==> config.mk <==
export PLATFORM = sky130hd
export DESIGN_NAME = key_input_ctrl_flat
export DESIGN_NICKNAME = d
export VERILOG_FILES = /design/src/rtl/key_input_ctrl_pkg.sv /design/src/rtl/key_input_ctrl_if.sv /design/src/rtl/key_debounce.sv /design/src/rtl/key_input_ctrl.sv /design/src/flat_wrapper.sv
export SDC_FILE = /design/constraint.sdc
export NUM_CORES = 1
export LEC_CHECK = 0
export CORE_UTILIZATION = 35
export CTS_CLUSTER_SIZE = 28
export DETAILED_ROUTE_END_ITERATION = 6
export SLEW_MARGIN = 10
export SYNTH_ARGS = -nofsm -noshare
export SYNTH_HDL_FRONTEND = slang
export SYNTH_HIERARCHICAL = 1
export SYNTH_SLANG_ARGS = --single-unit
==> constraint.sdc <==
create_clock -name clk -period 2.8 [get_ports clk]
set_clock_uncertainty 0.05 [all_clocks]
set_input_delay 0.7 -clock clk [delete_from_list [all_inputs] [get_ports clk]]
set_output_delay 0.7 -clock clk [all_outputs]
set_load 0.03 [all_outputs]
==> src/rtl/key_input_ctrl_pkg.sv <==
// Shared constants for the reaction-time tester input front end:
// machine_state codes, player encoding, turn limit and debounce FSM states.
package key_input_ctrl_pkg;

  localparam logic [2:0] StateIdle    = 3'd0;
  localparam logic [2:0] StateStart   = 3'd3;
  localparam logic [2:0] StateStorage = 3'd4;
  localparam logic [2:0] StateAverage = 3'd6;

  localparam logic PlayerA = 1'b1;
  localparam logic PlayerB = 1'b0;

  localparam logic [2:0] TurnMax = 3'd7;

  typedef enum logic [1:0] {
    DbReleased,
    DbPressWait,
    DbPressed,
    DbReleaseWait
  } db_state_e;

endpackage

==> src/rtl/key_input_ctrl_if.sv <==
// Signal bundle between the main FSM / buttons (master) and key_input_ctrl (slave).
interface key_input_ctrl_if;
  logic       btn_react_n;
  logic       btn_switch_n;
  logic [2:0] machine_state;
  logic       react_pulse;
  logic       cur_player;
  logic [2:0] test_turn_A;
  logic [2:0] test_turn_B;

  modport master (
    output btn_react_n,
    output btn_switch_n,
    output machine_state,
    input  react_pulse,
    input  cur_player,
    input  test_turn_A,
    input  test_turn_B
  );

  modport slave (
    input  btn_react_n,
    input  btn_switch_n,
    input  machine_state,
    output react_pulse,
    output cur_player,
    output test_turn_A,
    output test_turn_B
  );
endinterface

==> src/rtl/key_debounce.sv <==
// One button: 2-flop synchroniser preset to released, then a 4-state debounce FSM
// that emits a single-cycle registered strobe on entry to PRESSED.
module key_debounce
  import key_input_ctrl_pkg::*;
#(
  parameter int unsigned DEBOUNCE_CYCLES = 500000,
  parameter int unsigned CNT_W           = 19
) (
  input  logic clk,
  input  logic rst,
  input  logic btn_n_i,
  output logic press_o
);

  localparam logic [CNT_W-1:0] CntLast = CNT_W'(DEBOUNCE_CYCLES - 1);

  logic [1:0]       sync_q, sync_d;
  db_state_e        state_q, state_d;
  logic [CNT_W-1:0] cnt_q, cnt_d, cnt_inc;
  logic             press_q, press_d;
  logic             btn_s;

  assign btn_s   = sync_q[1];
  assign cnt_inc = cnt_q + 1'b1;

  always_comb begin
    sync_d  = {sync_q[0], btn_n_i};
    state_d = state_q;
    cnt_d   = cnt_q;
    press_d = 1'b0;
    unique case (state_q)
      DbReleased: begin
        if (!btn_s) begin
          state_d = DbPressWait;
          cnt_d   = '0;
        end
      end
      DbPressWait: begin
        if (btn_s) begin
          state_d = DbReleased;
        end else begin
          cnt_d = cnt_inc;
          if (cnt_inc >= CntLast) begin
            state_d = DbPressed;
            press_d = 1'b1;
          end
        end
      end
      DbPressed: begin
        if (btn_s) begin
          state_d = DbReleaseWait;
          cnt_d   = '0;
        end
      end
      DbReleaseWait: begin
        // A bounce back to pressed resumes the held press without a new strobe.
        if (!btn_s) begin
          state_d = DbPressed;
        end else begin
          cnt_d = cnt_inc;
          if (cnt_inc >= CntLast) begin
            state_d = DbReleased;
          end
        end
      end
      default: state_d = DbReleased;
    endcase
  end

  always_ff @(posedge clk) begin
    if (rst) begin
      sync_q  <= 2'b11;
      state_q <= DbReleased;
      cnt_q   <= '0;
      press_q <= 1'b0;
    end else begin
      sync_q  <= sync_d;
      state_q <= state_d;
      cnt_q   <= cnt_d;
      press_q <= press_d;
    end
  end

  assign press_o = press_q;

endmodule

==> src/rtl/key_input_ctrl.sv <==
// Input front end: debounces react/switch buttons, emits react_pulse and keeps
// the current player plus per-player saturating test-turn counters.
module key_input_ctrl
  import key_input_ctrl_pkg::*;
#(
  parameter int unsigned DEBOUNCE_CYCLES = 500000,
  parameter int unsigned CNT_W           = 19
) (
  input logic             clk,
  input logic             rst,
  key_input_ctrl_if.slave bus
);

  logic       react_strobe, switch_strobe;
  logic       react_pulse_q, react_pulse_d;
  logic       cur_player_q, cur_player_d;
  logic [2:0] turn_a_q, turn_a_d;
  logic [2:0] turn_b_q, turn_b_d;
  logic [2:0] prev_state_q, prev_state_d;
  logic       storage_entry, average_clear;

  key_debounce #(
    .DEBOUNCE_CYCLES(DEBOUNCE_CYCLES),
    .CNT_W          (CNT_W)
  ) u_db_react (
    .clk    (clk),
    .rst    (rst),
    .btn_n_i(bus.btn_react_n),
    .press_o(react_strobe)
  );

  key_debounce #(
    .DEBOUNCE_CYCLES(DEBOUNCE_CYCLES),
    .CNT_W          (CNT_W)
  ) u_db_switch (
    .clk    (clk),
    .rst    (rst),
    .btn_n_i(bus.btn_switch_n),
    .press_o(switch_strobe)
  );

  assign storage_entry = (bus.machine_state == StateStorage) && (prev_state_q != StateStorage);
  assign average_clear = react_strobe && (bus.machine_state == StateAverage);

  always_comb begin
    react_pulse_d = react_strobe;
    prev_state_d  = bus.machine_state;
    cur_player_d  = cur_player_q;
    turn_a_d      = turn_a_q;
    turn_b_d      = turn_b_q;

    // Switch presses outside IDLE are dropped, not deferred.
    if (switch_strobe && (bus.machine_state == StateIdle)) begin
      cur_player_d = ~cur_player_q;
    end

    if (storage_entry) begin
      if (cur_player_q == PlayerA) begin
        if (turn_a_q != TurnMax) turn_a_d = turn_a_q + 3'd1;
      end else begin
        if (turn_b_q != TurnMax) turn_b_d = turn_b_q + 3'd1;
      end
    end else if (average_clear) begin
      if (cur_player_q == PlayerA) turn_a_d = '0;
      else                         turn_b_d = '0;
    end
  end

  always_ff @(posedge clk) begin
    if (rst) begin
      react_pulse_q <= 1'b0;
      cur_player_q  <= PlayerA;
      turn_a_q      <= '0;
      turn_b_q      <= '0;
      prev_state_q  <= StateIdle;
    end else begin
      react_pulse_q <= react_pulse_d;
      cur_player_q  <= cur_player_d;
      turn_a_q      <= turn_a_d;
      turn_b_q      <= turn_b_d;
      prev_state_q  <= prev_state_d;
    end
  end

  assign bus.react_pulse = react_pulse_q;
  assign bus.cur_player  = cur_player_q;
  assign bus.test_turn_A = turn_a_q;
  assign bus.test_turn_B = turn_b_q;

endmodule
==> src/flat_wrapper.sv <==
// flat-port wrapper written by rule: the top's interface ports become plain ports
module key_input_ctrl_flat import key_input_ctrl_pkg::*;
#(
  parameter int unsigned DEBOUNCE_CYCLES = 500000,
  parameter int unsigned CNT_W           = 19
)
  (clk, rst, bus_btn_react_n, bus_btn_switch_n, bus_machine_state, bus_react_pulse, bus_cur_player, bus_test_turn_A, bus_test_turn_B);
  key_input_ctrl_if bus_i ();
  input logic clk;
  input logic rst;
  input wire logic [$bits(bus_i.btn_react_n)-1:0] bus_btn_react_n;
  input wire logic [$bits(bus_i.btn_switch_n)-1:0] bus_btn_switch_n;
  input wire logic [$bits(bus_i.machine_state)-1:0] bus_machine_state;
  output wire logic [$bits(bus_i.react_pulse)-1:0] bus_react_pulse;
  output wire logic [$bits(bus_i.cur_player)-1:0] bus_cur_player;
  output wire logic [$bits(bus_i.test_turn_A)-1:0] bus_test_turn_A;
  output wire logic [$bits(bus_i.test_turn_B)-1:0] bus_test_turn_B;
  assign bus_i.btn_react_n = bus_btn_react_n;
  assign bus_i.btn_switch_n = bus_btn_switch_n;
  assign bus_i.machine_state = bus_machine_state;
  assign bus_react_pulse = bus_i.react_pulse;
  assign bus_cur_player = bus_i.cur_player;
  assign bus_test_turn_A = bus_i.test_turn_A;
  assign bus_test_turn_B = bus_i.test_turn_B;
  key_input_ctrl #(.DEBOUNCE_CYCLES(DEBOUNCE_CYCLES), .CNT_W(CNT_W)) u_core (.clk(clk), .rst(rst), .bus(bus_i));
endmodule
Yosys cells after proc, flatten, opt, wreduce, memory -nomap -nowiden

Cells that the tools add are included.

Logic and storage cells: 98
Register bits: 59
Input port bits: 7
Output and inout port bits: 8

Add/sub/neg operators: 4
Reduce and logical (&&, ||, !) cells: 15
Equal/unequal tests: 25
Magnitude comparators: 2
Mux-type cells: 36
Bitwise logic cells: 3

Operators by type and width:

| operator                                                              | number |
|---|---|
| 19-bit 2-to-1 mux                                                     | 8 |
| 19-bit case mux with 4 select lines                                   | 2 |
| 19-bit by 1-bit adder with 19-bit output, second input constant       | 2 |
| 19-bit greater-or-equal comparator, second input constant             | 2 |
| 3-bit 2-to-1 mux                                                      | 10 |
| 2-bit 2-to-1 mux                                                      | 12 |
| 3-bit != test, second input constant                                  | 7 |
| 2-bit != test, second input constant                                  | 10 |
| 2-bit case mux with 4 select lines                                    | 2 |
| 4-bit AND reduction                                                   | 4 |
| 2-bit equality test, second input constant                            | 4 |
| 3-bit by 1-bit adder with 3-bit output, second input constant         | 2 |
| 3-bit equality test, second input constant                            | 2 |
| 3-bit AND reduction                                                   | 2 |
| 3-bit OR reduction                                                    | 2 |
| 2-bit by 1-bit equality test with 1-bit output, second input constant | 2 |
| 2-bit zero test                                                       | 2 |
| 1-bit logical AND                                                     | 3 |
| 3-bit zero test                                                       | 1 |
| 1-bit inverter                                                        | 3 |
| 1-bit 2-to-1 mux                                                      | 2 |
| 2-bit nonzero test                                                    | 1 |

Longest topological paths before layout

Gate-level depths: netlist of run 1.

Depth in word-level cells: 5
Depth in mapped cells: 8
Mapped depth without buffers: 8

Cells and area by module

Netlist of run 1, hierarchy kept.

By module, submodules not included:

| module         | cells each | instances | seq. area each (µm²) | area each (µm²) |
|---|---|---|---|---|
| key_debounce   | 198        | 2         | 480.5                | 1462.7 |
| key_input_ctrl | 57         | 1         | 220.2                | 529.3 |

Least setup slack after synthesis of run 1

No wires, ideal clock.

Path kind: register to register
From: register u_core.u_db_react.cnt_q[0]
To: register with a tool-made name
Period minus slack after synthesis: 2.228 ns
Path buffers: 0
Stages on the path, launching flop included: 9
Data arrival time: 2.056 ns
Setup slack: 0.572 ns
Cells stage by stage: dfxtp_1 ha_1 nand4_1 nor4_1 xnor2_1 nand2_1 a2111oi_4 o21ai_2 mux2_4

RTL lines:

| element                | line               | text |
|---|---|---|
| start, declared        | key_debounce.sv:19 | `logic [CNT_W-1:0] cnt_q, cnt_d, cnt_inc;` |
| start signal, assigned | key_debounce.sv:79 | `cnt_q <= cnt_d;` |

==> run metrics, run 1 <==
outcome=finished clean; Final ANT Viol Nets=0; EDFF count, synth=0; CTS HTree Levels=3; Hold-fix buffers, CTS=0; Worst VDD drop=0.000213 V; Post-Place Setup Slack=0.352 ns; routability cong.=0.886; Yosys top cell area share=34.2%; largest net degree at the start of global routing=26; placement-stage cell area=3670 sq um; area growth from synthesis to layout=12.0%; Static Leak=1.26 nW; number of global-route vias before repair=2921; Ant. Diodes=0; Yosys Warn Count=6; Final Cycle Share=89.3%; fillers=944; fin area=3870 sq um; Initial Utilization=36.7%; minimum clock period after layout=2.50 ns; #FFs+latches synth=59; Core Area=9420 sq um; Synth area leaders=dfxtp_1, nand2_1, nor2_1; Synth area leader=dfxtp_1; area of the multi-input gates=2090 sq um; post-cts resize count=0; CP Launch Type=flop; first-pass GRT wire length=13.6 mm; CTS Sinks=59; ys async rst share=0%; post-detail-place hpwl=5.37 mm; Netlist cell types=43; crit-path max FO=8; Setup TNS Final=0 ns; non-filler instance count after layout=590; top cells by count, synth=nand2_1, dfxtp_1, nor2_1; Post-Route WL=7.82 mm; most frequent cell after synthesis=nand2_1; Crit path arrival time=2.70 ns; Crit. End Element=flop; DR WL/cell=13.3 um; die width=101 um; clock tree buffer depth=2; RSZ-0062 raised after global routing=false; Total GRT Usage=16.6%; critical path class=flop to flop; drt first pass iters=5; port buffer count=14; syn avg cell area=7.63 sq um; Mapped Cells=453; Inserted Clock Buffers=9; Max transition margin=51.6%; Remaining DRCs=0; storage element area=1180 sq um; setup violators final=0; die height=101 um; initial antenna violation count=0; clk slew on worst S/H paths=0.08 ns; die area=10300 sq um; Clk Latency, worst-skew pair=0.35 ns; Hold WS=0.362 ns; layout cells sized above 1=10.2%; syn_nets=468; Rows=35; gr ovfl total=0; P per Cell Area=470 nW/um^2; clock root buffer=clkbuf_8; Hold Fails Final Rpt=0; Max Cap Viol=0; Setup Fix Bufs, Post-CTS=0; Inst Count DP=574; Max Freq=0.400 GHz; vias per cell=5.36; Worst Hold Class=flop to flop; vias=3165; max-slew violations=0; io pins=15; initial DRC count=136; Syn Std Cell Area=3450 sq um; Synth Flop Type=dfxtp_1; Worst Path Required=2.99 ns; register area share after synthesis=34.2%; TritonCTS clock tree=built; actual slew at the worst max-slew pin=0.724 ns; final net count=471; final worst slack=0.299 ns
[worst max-delay path: stages, from the launching register on]
cell	delay, ns
dfxtp_1	0.46
ha_1	0.30
nand4_1	0.22
nor3_4	0.27
and3_4	0.24
xnor2_2	0.09
a2111oi_4	0.31
o21ai_2	0.13
mux2_4	0.31
[where the power goes]
group	switching [mW]	internal [mW]	total [mW]
combinational	0.0806	0.0551	0.136
clock	0.389	0.416	0.806
sequential	0.0178	0.857	0.875
[metal layers]
metal | share of wire, % | track usage, % | vias to the layer above
li1 | - | - | 1619
met1 | 50 | 21.6 | 1477
met2 | 46 | 26.9 | 62
met3 | 3.4 | 4.00 | 7
met4 | 1.2 | 6.13 | 0
met5 | 0 | 0 | -
[layout make-up]
class / instances / area share, %
flip-flops and latches: 59 / 30.5
repair buffers: 21 / 4.85
clock inverters: 7 / 1.97
inverters: 13 / 1.26
multi-input cells: 352 / 54.0
well taps: 129 / 4.17
clock buffers: 9 / 3.20
[kinds of logic after synthesis]
logic type / after synthesis / synth area share [%]
AO/OA/AOI/OAI: 84 / 15.8
XOR/XNOR: 21 / 5.76
adder cells (fa/ha/maj): 8 / 2.90
buffers and inverters: 42 / 5.36
multiplexers: 2 / 0.869
AND/OR/NAND/NOR: 237 / 35.1
flip-flops: 59 / 34.2
[stage by stage]
step / total power, mW / utilization [%]
6_report: 1.82 / 41.1
4_1_cts: 1.84 / 41.1
3_3_place_gp: 1.03 / 39.0
3_5_place_dp: 1.03 / 39.0
2_1_floorplan: 0.972 / -
5_1_grt: 1.90 / 41.1
[path summary, 6_finish.rpt]
| path | from | endpoint | slack [ns] | depth (start not counted) |
|---|---|---|---|---|
| worst min register to register | u_core/u_db_switch/sync_q[0] | u_core/u_db_switch/sync_q[1] | 0.36 | 1 |
| worst min-delay path | u_core/u_db_switch/sync_q[0] | u_core/u_db_switch/sync_q[1] | 0.36 | 1 |
| worst max-delay path | u_core/u_db_switch/cnt_q[0] | flop | 0.30 | 8 |
| worst max register to register | u_core/u_db_switch/cnt_q[0] | flop | 0.30 | 8 |
[cell usage in the layout (no fill, tap or decap), types with 3 or more instances in the layout]
cell type and count:
nand3_1 24, buf_4 7, nor3_1 18, nor2b_1 9, dfxtp_1 59, nand2_1 65
xnor2_1 7, and4_1 4, nor4_1 6, o211ai_1 6, o21ai_0 16, inv_1 13
clkdlybuf4s50_1 13, ha_1 8, a31oi_1 8, nor4b_1 5, or2_2 6, nor3b_1 3
nor2_1 59, or3_1 4, a21oi_1 36, clkbuf_8 9, a311oi_1 4, nand4_1 20
xor2_1 12
[state kept, by name, indices dropped and copies added (netlist names), 2 cells and up, named ones only]
| signal | cells |
|---|---|
| u_core/prev_state_q | 3 |
| u_core/u_db_switch/cnt_q | 19 |
| u_core/u_db_react/sync_q | 2 |
| u_core/u_db_switch/sync_q | 2 |
| u_core/bus.test_turn_B | 3 |
| u_core/bus.test_turn_A | 3 |
| u_core/u_db_react/cnt_q | 19 |
(Power assumes the default switching activity.)
==> run 2: changes to the inputs <==
HOLD_SLACK_MARGIN = 0.06   (was unset)
==> results of run 2 <==
No change in the layout: final DEF, timing and power equal those of run 1.
